[src/rtl/demux_pkg.sv]
// ============================================================================
//  Module      : demux_pkg
//  Description : Shared constants and types for the 1-to-4 registered demux.
//  Revision    : 1.0 - initial release
// ============================================================================
`default_nettype none

package demux_pkg;

    localparam int NUM_CH    = 4;
    localparam int SEL_W     = 2;
    localparam int CNT_W_DEF = 16;

    typedef logic [SEL_W-1:0] sel_t;

endpackage : demux_pkg

`default_nettype wire

[src/rtl/demux_slot.sv]
// ============================================================================
//  Module      : demux_slot
//  Description : One-entry holding register for a single demux output channel.
//                Optional delivery counter is built when DEMUX_CNT_EN is defined.
//  Revision    : 1.0 - initial release
// ============================================================================
`default_nettype none

module demux_slot #(
    parameter int DATA_W = 32
`ifdef DEMUX_CNT_EN
    ,
    parameter int CNT_W  = 16
`endif
) (
    input  logic              clk_i,
    input  logic              rst_i,
    input  logic              load_i,
    input  logic [DATA_W-1:0] data_in_i,
    input  logic              out_ready_i,
    output logic              full_o,
    output logic [DATA_W-1:0] data_out_o,
    output logic              slot_ready_o
`ifdef DEMUX_CNT_EN
    ,
    output logic [CNT_W-1:0]  cnt_o
`endif
);

    logic              full_q;
    logic              full_d;
    logic [DATA_W-1:0] dreg_q;
    logic [DATA_W-1:0] dreg_d;
    logic              w_drain;

    assign w_drain = full_q & out_ready_i;

    // A load in the same cycle as a drain keeps the slot full, giving one
    // beat per cycle; the data register is held (not cleared) after a drain.
    always_comb begin
        full_d = full_q;
        dreg_d = dreg_q;
        if (w_drain) begin
            full_d = 1'b0;
        end
        if (load_i) begin
            full_d = 1'b1;
            dreg_d = data_in_i;
        end
    end

    always_ff @(posedge clk_i or posedge rst_i) begin
        if (rst_i) begin
            full_q <= 1'b0;
            dreg_q <= '0;
        end else begin
            full_q <= full_d;
            dreg_q <= dreg_d;
        end
    end

    assign full_o       = full_q;
    assign data_out_o   = dreg_q;
    assign slot_ready_o = ~full_q | out_ready_i;

`ifdef DEMUX_CNT_EN
    logic [CNT_W-1:0] cnt_q;
    logic [CNT_W-1:0] cnt_d;

    always_comb begin
        cnt_d = cnt_q + {{(CNT_W-1){1'b0}}, w_drain};
    end

    always_ff @(posedge clk_i or posedge rst_i) begin
        if (rst_i) begin
            cnt_q <= '0;
        end else begin
            cnt_q <= cnt_d;
        end
    end

    assign cnt_o = cnt_q;
`endif

endmodule : demux_slot

`default_nettype wire

[src/rtl/demux_1to4.sv]
// ============================================================================
//  Module      : demux_1to4
//  Description : Registered 1-to-4 demultiplexer with valid/ready handshake on
//                the input and on every output channel. Define DEMUX_CNT_EN to
//                add per-channel delivery counters on cnt0_o..cnt3_o.
//  Revision    : 1.0 - initial release
// ============================================================================
`default_nettype none

module demux_1to4
    import demux_pkg::*;
#(
    parameter int size  = 32
`ifdef DEMUX_CNT_EN
    ,
    parameter int CNT_W = CNT_W_DEF
`endif
) (
    input  logic            clk_i,
    input  logic            rst_i,
    input  logic [size-1:0] data_i,
    input  sel_t            select_i,
    input  logic            valid_i,
    output logic            ready_o,
    output logic [size-1:0] data0_o,
    output logic [size-1:0] data1_o,
    output logic [size-1:0] data2_o,
    output logic [size-1:0] data3_o,
    output logic            valid0_o,
    output logic            valid1_o,
    output logic            valid2_o,
    output logic            valid3_o,
    input  logic            ready0_i,
    input  logic            ready1_i,
    input  logic            ready2_i,
    input  logic            ready3_i
`ifdef DEMUX_CNT_EN
    ,
    output logic [CNT_W-1:0] cnt0_o,
    output logic [CNT_W-1:0] cnt1_o,
    output logic [CNT_W-1:0] cnt2_o,
    output logic [CNT_W-1:0] cnt3_o
`endif
);

    logic [NUM_CH-1:0] w_out_ready;
    logic [NUM_CH-1:0] w_full;
    logic [NUM_CH-1:0] w_slot_ready;
    logic [NUM_CH-1:0] w_load;
    logic [size-1:0]   w_data [NUM_CH];
`ifdef DEMUX_CNT_EN
    logic [CNT_W-1:0]  w_cnt  [NUM_CH];
`endif

    assign w_out_ready = {ready3_i, ready2_i, ready1_i, ready0_i};

    // Only the addressed slot gates the source, so a stalled consumer holds
    // back just the beats destined for it.
    assign ready_o = ~rst_i & w_slot_ready[select_i];

    always_comb begin
        w_load           = '0;
        w_load[select_i] = valid_i & ready_o;
    end

    generate
        for (genvar k = 0; k < NUM_CH; k++) begin : g_slot
            demux_slot #(
                .DATA_W       (size)
`ifdef DEMUX_CNT_EN
                ,
                .CNT_W        (CNT_W)
`endif
            ) u_slot (
                .clk_i        (clk_i),
                .rst_i        (rst_i),
                .load_i       (w_load[k]),
                .data_in_i    (data_i),
                .out_ready_i  (w_out_ready[k]),
                .full_o       (w_full[k]),
                .data_out_o   (w_data[k]),
                .slot_ready_o (w_slot_ready[k])
`ifdef DEMUX_CNT_EN
                ,
                .cnt_o        (w_cnt[k])
`endif
            );
        end
    endgenerate

    assign valid0_o = w_full[0];
    assign valid1_o = w_full[1];
    assign valid2_o = w_full[2];
    assign valid3_o = w_full[3];

    assign data0_o  = w_data[0];
    assign data1_o  = w_data[1];
    assign data2_o  = w_data[2];
    assign data3_o  = w_data[3];

`ifdef DEMUX_CNT_EN
    assign cnt0_o   = w_cnt[0];
    assign cnt1_o   = w_cnt[1];
    assign cnt2_o   = w_cnt[2];
    assign cnt3_o   = w_cnt[3];
`endif

endmodule : demux_1to4

`default_nettype wire
[config.mk]
export PLATFORM = sky130hd
export DESIGN_NAME = demux_1to4
export DESIGN_NICKNAME = d
export VERILOG_FILES = /design/src/rtl/demux_pkg.sv /design/src/rtl/demux_slot.sv /design/src/rtl/demux_1to4.sv
export SDC_FILE = /design/constraint.sdc
export NUM_CORES = 1
export LEC_CHECK = 0
export ABC_AREA = 1
export CELL_PAD_IN_SITES_DETAIL_PLACEMENT = 0
export CELL_PAD_IN_SITES_GLOBAL_PLACEMENT = 1
export CORE_UTILIZATION = 37
export DETAILED_ROUTE_END_ITERATION = 10
export GPL_TIMING_DRIVEN = 0
export PLACE_DENSITY = 0.95
export SYNTH_ARGS = -nofsm -noshare
export SYNTH_HDL_FRONTEND = slang
export SYNTH_HIERARCHICAL = 1
export SYNTH_SLANG_ARGS = --single-unit
[constraint.sdc]
create_clock -name clk_i -period 4.2 [get_ports clk_i]
set_input_delay 0.84 -clock clk_i [delete_from_list [all_inputs] [get_ports clk_i]]
set_output_delay 0.84 -clock clk_i [all_outputs]
set_load 0.01 [all_outputs]
=== Word level (Yosys, flattened, before mapping) ===
Cells that the tools add are included.

* Register bits after elaboration: 132
* Input bits: 41
* Output and inout bits: 133
* Word-level logic and storage cells: 43

* $lt $le $gt $ge: 2
* Muxes and demuxes: 12
* Bitwise operators: 16
* Reduce and logical (&&, ||, !) cells: 5

{| class="wikitable"
|+ Operator list
! cell !! number
|-
| 1-bit two-way mux || 10
|-
| 2-bit nonzero test || 4
|-
| 1-bit AND || 6
|-
| 1-bit inverter || 5
|-
| 4-bit AND || 1
|-
| 1-bit OR || 4
|-
| 2-bit by 3-bit less-than comparator with 1-bit output (second input constant) || 1
|-
| 1-bit binary-select mux with 2-bit select || 1
|-
| 1-bit demux with 2-bit select || 1
|-
| 2-bit by 1-bit >= comparator with 1-bit output (second input constant) || 1
|-
| 1-bit logical AND || 1
|}

=== Depth between registers and ports, before layout ===
Gate-level depths: netlist (run 1).

* Depth after elaboration: 8
* Gate-level depth with buffers: 13
* Depth with buffers taken out: 11

=== By module ===
Netlist (run 1), hierarchy kept.

{| class="wikitable"
|+ Modules (own cells, without submodules)
! module !! times used !! cells an instance !! area an instance (um2)
|-
| demux_slot || 4 || 141 || 1,330.0
|-
| demux_1to4 || 1 || 22 || 90.1
|}

=== Worst setup path before layout (run 1) ===
Ideal clock, no wire load.

* Path type: input-to-output
* From: input port ready3_i
* To: output port ready_o
* Data arrival time: 1.300 ns
* Required time: 3.360 ns
* Path slack: 2.060 ns
* Stages on the path: 6
* Buffers on the path: 0
* Cells stage by stage: inv_1 -> nand2_1 -> nand2_1 -> nand2_1 -> nand2_1 -> a21oi_1

* Longest elaborated chain between the ends: 4

{| class="wikitable"
|+ RTL lines
! item !! line !! text
|-
| start, declared || demux_1to4.sv:36 || <nowiki>input logic ready3_i</nowiki>
|-
| 1-bit OR || demux_slot.sv:64 || <nowiki>assign slot_ready_o = ~full_q | out_ready_i;</nowiki>
|-
| via w_slot_ready[3] || demux_1to4.sv:48 || <nowiki>logic [NUM_CH-1:0] w_slot_ready;</nowiki>
|-
| 1-bit binary-select mux with 2-bit select || demux_1to4.sv:59 || <nowiki>assign ready_o = ~rst_i & w_slot_ready[select_i];</nowiki>
|-
| 1-bit two-way mux (not written as such) || demux_1to4.sv:59 ||
|-
| 1-bit AND || demux_1to4.sv:59 ||
|-
| end, declared || demux_1to4.sv:24 || <nowiki>output logic ready_o,</nowiki>
|}

The timed path passes the listed nets, and every way through them passes these cells. The select of a mux whose other input is x is not followed.

=== Worst setup path in the final report (run 1) ===
* From: input port select_i[0]
* To: output port ready_o

* Longest elaborated chain between the ends: 3

{| class="wikitable"
|+ RTL lines
! item !! line !! text
|-
| start, declared || demux_1to4.sv:22 || <nowiki>input sel_t select_i,</nowiki>
|-
| 1-bit binary-select mux with 2-bit select || demux_1to4.sv:59 ||
|-
| 1-bit two-way mux (not written as such) || demux_1to4.sv:59 ||
|-
| 1-bit AND || demux_1to4.sv:59 ||
|}

No other way between the ends. The select of a mux whose other input is x is not followed.

==> impl_metrics.json, run 1 <==
{
  "outcome": "completed",
  "power_density_nw_per_um2": 541,
  "avgRoutedWirePerCell_um": 15.5,
  "delay_of_the_slowest_cell_on_the_worst_path_ns": 0.56,
  "comb_power_share_pct": 25.5,
  "internal-power_uw": 3120,
  "synth_top_cells_by_area": "sky130_fd_sc_hd__dfrtp_1 (61%), sky130_fd_sc_hd__nand2_1 (26%), sky130_fd_sc_hd__nand2_2 (4.2%), sky130_fd_sc_hd__clkbuf_8 (3.1%), sky130_fd_sc_hd__buf_6 (2.5%)",
  "hold_fix_buffers_at_cts": 0,
  "postSynthNetCount": 627,
  "maxCapViolCount": 0,
  "netlist-cell-type-count": 12,
  "dp.final_hpwl_um": 10400,
  "finish.net_count": 820,
  "dp_cells": 940,
  "timing.critical_path.mode_cell": "sky130_fd_sc_hd__nand2_1",
  "required_worst_endpoint_ns": 3.36,
  "primary_flip_flop_cell_chosen_by_synthesis_mapping": "sky130_fd_sc_hd__dfrtp_1",
  "htree_levels": 4,
  "detail_route.drc_violations": 0,
  "die_area_um2": 15100,
  "worst_setup_hold_path_clk_slew_ns": 0.06,
  "areaGrowthSynthToFinish_pct": 47.9,
  "initialDrtViolationCount": 232,
  "cts_sinks": 132,
  "critical_path_s_top_delay_family": "buffers and inverters",
  "clock_path_buffers": 2,
  "cts_resized": 0,
  "hp-class": "flip-flop to flip-flop",
  "gp_routability_congestion": 0.733,
  "path_buf_inv": 3,
  "grt_start_max_net_pins": 34,
  "clock_tree_from_tritoncts": "yes",
  "ys_seq_elements": 132,
  "hold-path-endpoint": "g_slot[0].u_slot/data_out_o[8]$_DFFE_PP0P_",
  "switching_power_uw": 1210,
  "cts.root.buffer_cell": "sky130_fd_sc_hd__clkbuf_16",
  "number_of_antenna_violations_at_the_first_check_in_global_routing": 0,
  "grtUsageTotal_pct": 21.6,
  "layout.cells.non_filler": 972,
  "worstSetupPathDepth": 7,
  "ant_nets": 0,
  "timing.rr.start": "g_slot[1].u_slot/full_o$_DFFE_PP0P_",
  "power_switching_share_pct": 28.0,
  "worstMarginPinSlew_ns": 0.813,
  "detail_route.first_pass.iterations": 5,
  "drt-total-wl_um": 15000,
  "ys_async_sr_fraction_pct": 100,
  "vias": 4433,
  "ff2ff_path_depth": 12,
  "global_route.overflow_total": 0,
  "setup_violations_final": 0,
  "num_antenna_cells": 0,
  "numCtsBuffers": 17,
  "cp_max_fo": 5,
  "worst_slack_ns": 1.01,
  "worstPathCellList": "clkdlybuf4s50_1, inv_2, nand2_1, nand2_1, nand2_1, a21oi_1, clkdlybuf4s50_1",
  "std_cell_rows": 43,
  "synth_most_common_cell": "sky130_fd_sc_hd__nand2_1",
  "synth.yosys.seq_area_share_pct": 61.1,
  "core-area_um2": 14100,
  "synth_area_um2": 5410,
  "setup.worst_path.class": "input port to output pin",
  "period_share_pct": 75.9,
  "hold_path.startpoint": "g_slot[0].u_slot/data_out_o[8]$_DFFE_PP0P_",
  "postCtsSetupRepairBufs": 0,
  "synthCells": 586,
  "port_buffers": 173,
  "critPathLaunchType": "input port",
  "ys_warn_count": 6,
  "width_of_the_chip_um": 123,
  "cp.arrival_ns": 2.35,
  "p_clk_share_pct": 34.6,
  "leakage_power_uw": 0.00404,
  "max_clock_freq_mhz": 314,
  "vdd_ir_drop_max_mv": 0.260,
  "post_synth_most_frequent_cells": "sky130_fd_sc_hd__nand2_1 (369), sky130_fd_sc_hd__dfrtp_1 (132), sky130_fd_sc_hd__nand2_2 (36)",
  "slowest_cell_on_crit_path": "sky130_fd_sc_hd__clkdlybuf4s50_1",
  "largest_area_contributor_in_the_netlist": "sky130_fd_sc_hd__dfrtp_1",
  "finalCriticalPeriod_ns": 3.19,
  "reg2reg_slack_ns": 2.63,
  "start_util_pct": 38.4,
  "post_synth.cell_area_avg_um2": 9.23,
  "max_slew_margin_pct": 45.7,
  "grt_pass1_vias": 4440,
  "seq_power_share_pct": 39.9,
  "synth_edf_count": 0,
  "whs_path_depth": 2,
  "setup_skew_after_layout_ns": 0.00829,
  "hold_violations": 0,
  "critical_path.reg2reg.endpoint": "g_slot[1].u_slot/data_out_o[29]$_DFFE_PP0P_",
  "latest_clock_arrival_within_the_worst_skew_pair_ns": 0.42,
  "vias_per_cell": 4.56,
  "num_io_pins": 174,
  "rsz0062_at_grt": "false",
  "end_kind": "output pin",
  "layout_cell_share_with_drive_strength_beyond_1_pct": 13.4,
  "fin_tns_setup_ns": 0,
  "final.hold.worst_slack_ns": 0.471,
  "finalMaxSlewViolations": 0,
  "grt_first_pass_wirelength_um": 24000,
  "synth_top_area_share_pct": 61.1,
  "place_worst_setup_slack_ns": 1.02,
  "die_y_um": 123
}
## power groups by stage
stage               clock [uW]  combinational (uW)  sequential, uW
floorplan                    0                 270            1860
global placement             0                1090            1730
detailed placement           0                1120            1740
CTS                       1530                1120            1720
global route              1590                1210            1760
finish                    1500                1100            1720
## state kept, by name, summed over array words and instances (netlist names)
name	flops
g_slot.u_slot/full_o	4
g_slot.u_slot/data_out_o	128
## worst register-to-register path: stages (launching register included)
cell	delay, ns
sky130_fd_sc_hd__dfrtp_1	0.38
sky130_fd_sc_hd__nand2_1	0.10
sky130_fd_sc_hd__nand2_1	0.05
sky130_fd_sc_hd__nand2_1	0.06
sky130_fd_sc_hd__nand2_1	0.06
sky130_fd_sc_hd__nand2_1	0.07
sky130_fd_sc_hd__nand3_2	0.09
sky130_fd_sc_hd__nor2_1	0.14
sky130_fd_sc_hd__buf_6	0.18
sky130_fd_sc_hd__inv_8	0.06
sky130_fd_sc_hd__buf_6	0.14
sky130_fd_sc_hd__nand2_1	0.06
sky130_fd_sc_hd__nand2_1	0.06
## worst max path at each step
stage | to | start | slack [ns]
2_1_floorplan | ready_o | ready3_i | 2.06
3_3_place_gp | ready_o | select_i[0] | 1.02
3_5_place_dp | ready_o | select_i[0] | 1.02
4_1_cts | ready_o | select_i[0] | 1.01
5_1_grt | ready_o | ready3_i | 0.93
6_report | ready_o | select_i[0] | 1.01
## placed cells by master, fill, tap and decap left out
cell and count:
sky130_fd_sc_hd__a21oi_1 1, sky130_fd_sc_hd__buf_12 4, sky130_fd_sc_hd__buf_16 1, sky130_fd_sc_hd__buf_6 12, sky130_fd_sc_hd__bufinv_16 3, sky130_fd_sc_hd__clkbuf_16 17, sky130_fd_sc_hd__clkbuf_8 12, sky130_fd_sc_hd__clkdlybuf4s50_1 173
sky130_fd_sc_hd__clkinv_2 2, sky130_fd_sc_hd__clkinv_4 5, sky130_fd_sc_hd__clkinvlp_4 4, sky130_fd_sc_hd__dfrtp_1 132, sky130_fd_sc_hd__inv_1 7, sky130_fd_sc_hd__inv_2 4, sky130_fd_sc_hd__inv_6 1, sky130_fd_sc_hd__inv_8 4
sky130_fd_sc_hd__nand2_1 369, sky130_fd_sc_hd__nand2_2 36, sky130_fd_sc_hd__nand3_2 1, sky130_fd_sc_hd__nor2_1 4
## final cells by class
cell class                      instances  area, um2
Fill cell                            1264       6090
Sequential cell                       132       3300
Timing Repair Buffer                  174       1760
Multi-Input combinational cell        411       1640
Clock buffer                           17        425
Buffer                                 28        380
Tap cell                              180        225
Clock inverter                         15        183
Inverter                               15       86.3
## per-layer routing
layer | up-vias | GRT usage [%] | wire length (um)
li1 | 2137 | - | -
met1 | 2133 | 27.1 | 6250
met2 | 148 | 35.8 | 7430
met3 | 15 | 6.32 | 1200
met4 | 0 | 7.16 | 160
met5 | - | 0 | 0
## cell families after synthesis
group                  share of synthesized area, %
DFF                                            61.1
AOI/OAI and AO/OA                            0.0924
buffers and inverters                          8.63
and+or+nand+nor                                30.2
## stage by stage
step	power [uW]	instance area, um2	utilization [%]
2_1_floorplan	2130	5410	-
3_3_place_gp	2830	7370	52.3
3_5_place_dp	2850	7390	52.5
4_1_cts	4380	8000	56.8
5_1_grt	4560	8000	56.8
6_report	4330	8000	56.8
Note: power is estimated with default switching activity, not from simulation.
==> run 2, diff against run 1 <==
Settings changed: CORE_UTILIZATION 37 to 31, PLACE_DENSITY 0.95 to 0.87.
Clock period 4.2 ns to 2.8 ns, I/O delays scaled along.
==> run 2 against run 1 <==
Net effect: clock-buffer cell count increased by 4; non-clock buffer count decreased by 1; sequential share of layout area increased by 0.14 points; total power increased by 47%; die area increased by 19%; highest routed layer unchanged; first-iteration DRC count decreased by 43%; utilization decreased by 9.3 points; largest power group unchanged; register-to-register slack got worse by 1.4 ns; routed wire length increased by 2.3%; setup slack got worse by 0.80 ns; combinational power increased by 50%.
==> impl_metrics.json, run 2 (synthesis results as in run 1) <==
{
  "num_io_pins": 174,
  "clock_tree_from_tritoncts": "yes",
  "ant_nets": 0,
  "largest_reg_flops": 128,
  "layout.cells.most_common": "sky130_fd_sc_hd__nand2_1",
  "most-common-layout-cells": "sky130_fd_sc_hd__nand2_1 (369), sky130_fd_sc_hd__clkdlybuf4s50_1 (173), sky130_fd_sc_hd__dfrtp_1 (132)",
  "grt_pass1_vias": 4160,
  "finalMaxSlewViolations": 0,
  "width_of_the_chip_um": 134,
  "hold_fix_buffers_at_cts": 0,
  "cts.root.buffer_cell": "sky130_fd_sc_hd__clkbuf_16",
  "worst_setup_hold_path_clk_slew_ns": 0.05,
  "clock_path_buffers": 2,
  "critPathLaunchType": "input port",
  "die_area_um2": 18000,
  "hp-class": "flip-flop to flip-flop",
  "dp.final_hpwl_um": 10600,
  "vdd_ir_drop_max_mv": 0.422,
  "worstPathCellList": "clkdlybuf4s50_1, inv_2, nand2_1, nand2_1, nand2_1, a21oi_1, clkdlybuf4s50_1",
  "postCtsSetupRepairBufs": 0,
  "grt_start_max_net_pins": 34,
  "delay_of_the_slowest_cell_on_the_worst_path_ns": 0.55,
  "setup_violations_final": 0,
  "cts_resized": 0,
  "layout_cell_share_with_drive_strength_beyond_1_pct": 12.9,
  "gp_routability_congestion": 0.746,
  "cp.arrival_ns": 2.03,
  "drt-total-wl_um": 15400,
  "htree_levels": 4,
  "setup_skew_after_layout_ns": 0.00513,
  "area_occupied_by_multi_input_gates_um2": 1640,
  "cp_max_fo": 5,
  "finish.net_count": 819,
  "seqCellArea_um2": 3300,
  "end_kind": "output pin",
  "areaGrowthSynthToFinish_pct": 47.4,
  "number_of_antenna_violations_at_the_first_check_in_global_routing": 0,
  "detail_route.first_pass.iterations": 4,
  "vias": 4313,
  "latest_clock_arrival_within_the_worst_skew_pair_ns": 0.42,
  "port_buffers": 173,
  "grtUsageTotal_pct": 18.0,
  "max_slew_margin_pct": 44.6,
  "die_y_um": 134,
  "global_route.overflow_total": 0,
  "fin_tns_setup_ns": 0,
  "std_cell_rows": 47,
  "slowest_cell_on_crit_path": "sky130_fd_sc_hd__clkdlybuf4s50_1",
  "num_antenna_cells": 0,
  "required_worst_endpoint_ns": 2.24,
  "max_clock_freq_mhz": 386,
  "start_util_pct": 32.2,
  "timing.critical_path.mode_cell": "sky130_fd_sc_hd__nand2_1",
  "path_buf_inv": 3,
  "initialDrtViolationCount": 132,
  "critical_path_s_top_delay_family": "buffers and inverters",
  "rsz0062_at_grt": "false",
  "worstMarginPinSlew_ns": 0.832,
  "setup.worst_path.class": "input port to output pin",
  "vias_per_cell": 4.27,
  "numCtsBuffers": 17,
  "avgRoutedWirePerCell_um": 15.2,
  "final.hold.worst_slack_ns": 0.464,
  "detail_route.drc_violations": 0,
  "hold_violations": 0,
  "period_share_pct": 92.4,
  "finalCriticalPeriod_ns": 2.59,
  "layout.filler_cells": 1619,
  "power_density_nw_per_um2": 799,
  "core-area_um2": 16800,
  "outcome": "completed",
  "cts_sinks": 132,
  "grt_first_pass_wirelength_um": 24100,
  "maxCapViolCount": 0,
  "leakage_power_uw": 0.00402
}
==> run 2: cell count changes in the layout (fill, tap and decap cells not counted), sizes merged <==
cell,change
clkinvlp,-2
bufinv,-1
clkbuf,+4
inv,-1
buf,-1
clkinv,-1
==> run 2: through the flow <==
step	area [um2]	std cells	power [uW]	utilization, %	setup slack [ns]
finish	7980	1010	6370	47.4	0.212
floorplan	5410	586	3190	-	1.22
global placement	7420	979	4250	44.1	0.198
CTS	7980	1010	6450	47.4	0.195
detailed placement	7420	979	4280	44.1	0.199
global route	7980	1010	6690	47.4	0.128
==> run 2: final cells by class <==
class | instances | area share [%]
Inverter | 15 | 1.08
Multi-Input combinational cell | 411 | 20.6
Clock inverter | 10 | 1.36
Tap cell | 220 | 3.45
Timing Repair Buffer | 173 | 21.7
Sequential cell | 132 | 41.4
Buffer | 28 | 4.77
Clock buffer | 21 | 5.65
==> run 2: worst min-delay path: stages, from the launching register on <==
cell	delay [ns]
sky130_fd_sc_hd__dfrtp_1	0.34
sky130_fd_sc_hd__nand2_1	0.05
sky130_fd_sc_hd__nand2_1	0.04
==> run 2: path summary, 6_finish.rpt <==
check                                                            start                                          end  slack (ns)  cells after the start
max                                                        select_i[0]                                      ready_o        0.21                      7
min                        g_slot[3].u_slot/data_out_o[29]$_DFFE_PP0P_  g_slot[3].u_slot/data_out_o[29]$_DFFE_PP0P_        0.46                      2
max reg2reg                        g_slot[3].u_slot/full_o$_DFFE_PP0P_  g_slot[1].u_slot/data_out_o[28]$_DFFE_PP0P_        1.23                     12
min reg2reg                g_slot[3].u_slot/data_out_o[29]$_DFFE_PP0P_  g_slot[3].u_slot/data_out_o[29]$_DFFE_PP0P_        0.46                      2
max in group asynchronous                                        rst_i  g_slot[1].u_slot/data_out_o[16]$_DFFE_PP0P_        1.46                      2
min in group asynchronous                                        rst_i   g_slot[3].u_slot/data_out_o[9]$_DFFE_PP0P_        0.79                      2
==> run 2: power breakdown <==
part / internal, uW / switching (uW) / leakage [uW]
logic: 941 / 707 / 0.00207
clock network: 1320 / 818 / 0.000272
registers: 2330 / 261 / 0.00168
total: 4590 / 1790 / 0.00402
==> run 2: layer usage <==
layer / track usage, % / vias to the layer above / routed length (um)
li1: - / 2140 / -
met1: 22.7 / 2036 / 6830
met2: 29.3 / 125 / 7350
met3: 6.24 / 12 / 1050
met4: 5.37 / 0 / 164
met5: 0 / - / 0
==> run 3, diff against run 2 <==
Settings changed: CTS_BUF_LIST from default to sky130_fd_sc_hd__clkbuf_4 sky130_fd_sc_hd__clkbuf_8 sky130_fd_sc_hd__clkbuf_16, RECOVER_POWER from default to 100.
==> run 3 against run 2 <==
Net effect: the flow now finishes with violations (max-capacitance violations); clock skew increased by 0.00051 ns; clock power about the same; total power decreased by 2.7%; critical path type unchanged; critical endpoint unchanged; largest cell class unchanged.
==> impl_metrics.json, run 3 (synthesis results as in run 1) <==
{
  "cp.arrival_ns": 2.05,
  "seqCellArea_um2": 3300,
  "die_y_um": 134,
  "gp_routability_congestion": 0.746,
  "dp.final_hpwl_um": 10600,
  "outcome": "finished, violations left",
  "worst_setup_hold_path_clk_slew_ns": 0.05,
  "num_antenna_cells": 0,
  "core-area_um2": 16800,
  "cp_max_fo": 5,
  "delay_of_the_slowest_cell_on_the_worst_path_ns": 0.55,
  "failed_checks": "max-capacitance violations",
  "std_cell_rows": 47,
  "avgRoutedWirePerCell_um": 15.1,
  "grt_start_max_net_pins": 34,
  "hold_fix_buffers_at_cts": 0,
  "end_kind": "output pin",
  "largest_reg_flops": 128,
  "num_io_pins": 174,
  "numCtsBuffers": 17,
  "grt_first_pass_wirelength_um": 24100,
  "max_slew_margin_pct": 0.390,
  "most-common-layout-cells": "sky130_fd_sc_hd__nand2_1 (369), sky130_fd_sc_hd__dlygate4sd3_1 (133), sky130_fd_sc_hd__dfrtp_1 (132)",
  "finish.net_count": 819,
  "layout_cell_share_with_drive_strength_beyond_1_pct": 10.1,
  "worstMarginPinSlew_ns": 1.49,
  "vias_per_cell": 4.27,
  "drt-total-wl_um": 15300,
  "rsz0062_at_grt": "false",
  "initialDrtViolationCount": 127,
  "grtUsageTotal_pct": 18.0,
  "hp-class": "flip-flop to flip-flop",
  "required_worst_endpoint_ns": 2.24,
  "cts_resized": 0,
  "finalCriticalPeriod_ns": 2.61,
  "detail_route.drc_violations": 0,
  "critPathLaunchType": "input port",
  "leakage_power_uw": 0.00413,
  "period_share_pct": 93.3,
  "grt_pass1_vias": 4165,
  "power_density_nw_per_um2": 797,
  "cts_sinks": 132,
  "clock_tree_from_tritoncts": "yes",
  "detail_route.first_pass.iterations": 6,
  "port_buffers": 173,
  "fin_tns_setup_ns": 0,
  "start_util_pct": 32.2,
  "areaGrowthSynthToFinish_pct": 43.8,
  "cts.root.buffer_cell": "sky130_fd_sc_hd__clkbuf_16",
  "setup_violations_final": 0,
  "global_route.overflow_total": 0,
  "layout.cells.most_common": "sky130_fd_sc_hd__nand2_1",
  "postCtsSetupRepairBufs": 0,
  "hold_violations": 0,
  "vias": 4313,
  "area_occupied_by_multi_input_gates_um2": 1640,
  "latest_clock_arrival_within_the_worst_skew_pair_ns": 0.42,
  "die_area_um2": 18000,
  "ant_nets": 0,
  "number_of_antenna_violations_at_the_first_check_in_global_routing": 0,
  "timing.critical_path.mode_cell": "sky130_fd_sc_hd__nand2_1",
  "slowest_cell_on_crit_path": "sky130_fd_sc_hd__clkdlybuf4s50_1",
  "clock_path_buffers": 2,
  "setup.worst_path.class": "input port to output pin",
  "vdd_ir_drop_max_mv": 0.419,
  "worstPathCellList": "clkdlybuf4s50_1, inv_1, nand2_1, nand2_1, nand2_1, a21oi_1, clkdlybuf4s50_1",
  "maxCapViolCount": 1,
  "htree_levels": 4,
  "setup_skew_after_layout_ns": 0.00564,
  "layout.filler_cells": 1642,
  "max_clock_freq_mhz": 383,
  "totalPowerFinal_uw": 6200,
  "finalMaxSlewViolations": 0,
  "width_of_the_chip_um": 134
}
run 3: cell count changes in the layout (fill, tap and decap cells not counted), sizes merged:
cell	delta
buf	-8
clkbuf	+7
clkdlybuf4s50	-133
dlygate4sd3	+133
dlymetal6s2s	+1
run 3: metrics by stage:
step | hold slack [ns] | cells | setup WS (ns) | instance area (um2) | utilization (%)
after floorplan | 0.505 | 586 | 1.22 | 5410 | -
after global placement | 0.453 | 979 | 0.198 | 7420 | 44.1
after detailed placement | 0.457 | 979 | 0.199 | 7420 | 44.1
after CTS | 0.472 | 1010 | 0.195 | 7990 | 47.5
after global routing | 0.487 | 1010 | 0.0804 | 7780 | 46.2
final | 0.460 | 1010 | 0.188 | 7780 | 46.2
run 3: path summary, 6_finish.rpt:
path | from | to | slack (ns) | cells after the start
max | select_i[0] | ready_o | 0.19 | 7
min | g_slot[3].u_slot/data_out_o[29]$_DFFE_PP0P_ | g_slot[3].u_slot/data_out_o[29]$_DFFE_PP0P_ | 0.46 | 2
max reg2reg | g_slot[3].u_slot/full_o$_DFFE_PP0P_ | g_slot[1].u_slot/data_out_o[28]$_DFFE_PP0P_ | 0.59 | 11
min reg2reg | g_slot[3].u_slot/data_out_o[29]$_DFFE_PP0P_ | g_slot[3].u_slot/data_out_o[29]$_DFFE_PP0P_ | 0.46 | 2
max in group asynchronous | rst_i | g_slot[1].u_slot/data_out_o[16]$_DFFE_PP0P_ | 0.78 | 2
min in group asynchronous | rst_i | g_slot[3].u_slot/data_out_o[9]$_DFFE_PP0P_ | 1.10 | 2
run 3: worst max-delay path, delay by kind of cell:
family          cells  cell delay (ns)
buf+inv             3             1.17
simple gates        3             0.16
compound gates      1             0.15
run 3: area by class of cell:
| cell class | count | share of cell area, % |
|---|---|---|
| sequential | 132 | 42.5 |
| timing repair buffer | 173 | 22.3 |
| multi-input combinational | 411 | 21.0 |
| clock buffer | 21 | 5.94 |
| tap | 220 | 3.54 |
| buffer | 28 | 2.25 |
| clock inverter | 10 | 1.40 |
| inverter | 15 | 1.11 |
run 3: layer usage:
metal	vias to the layer above	routed length [um]	GRT usage (%)
met2	117	7360	29.2
li1	2144	-	-
met1	2040	6730	22.7
met3	12	1010	6.24
met5	-	0	0
met4	0	170	5.37
run 3: power by group:
group	total [uW]	leakage [uW]	internal, uW	switching, uW
Combinational	1470	0.00217	771	702
Clock	2160	0.000283	1350	811
Sequential	2570	0.00168	2330	241
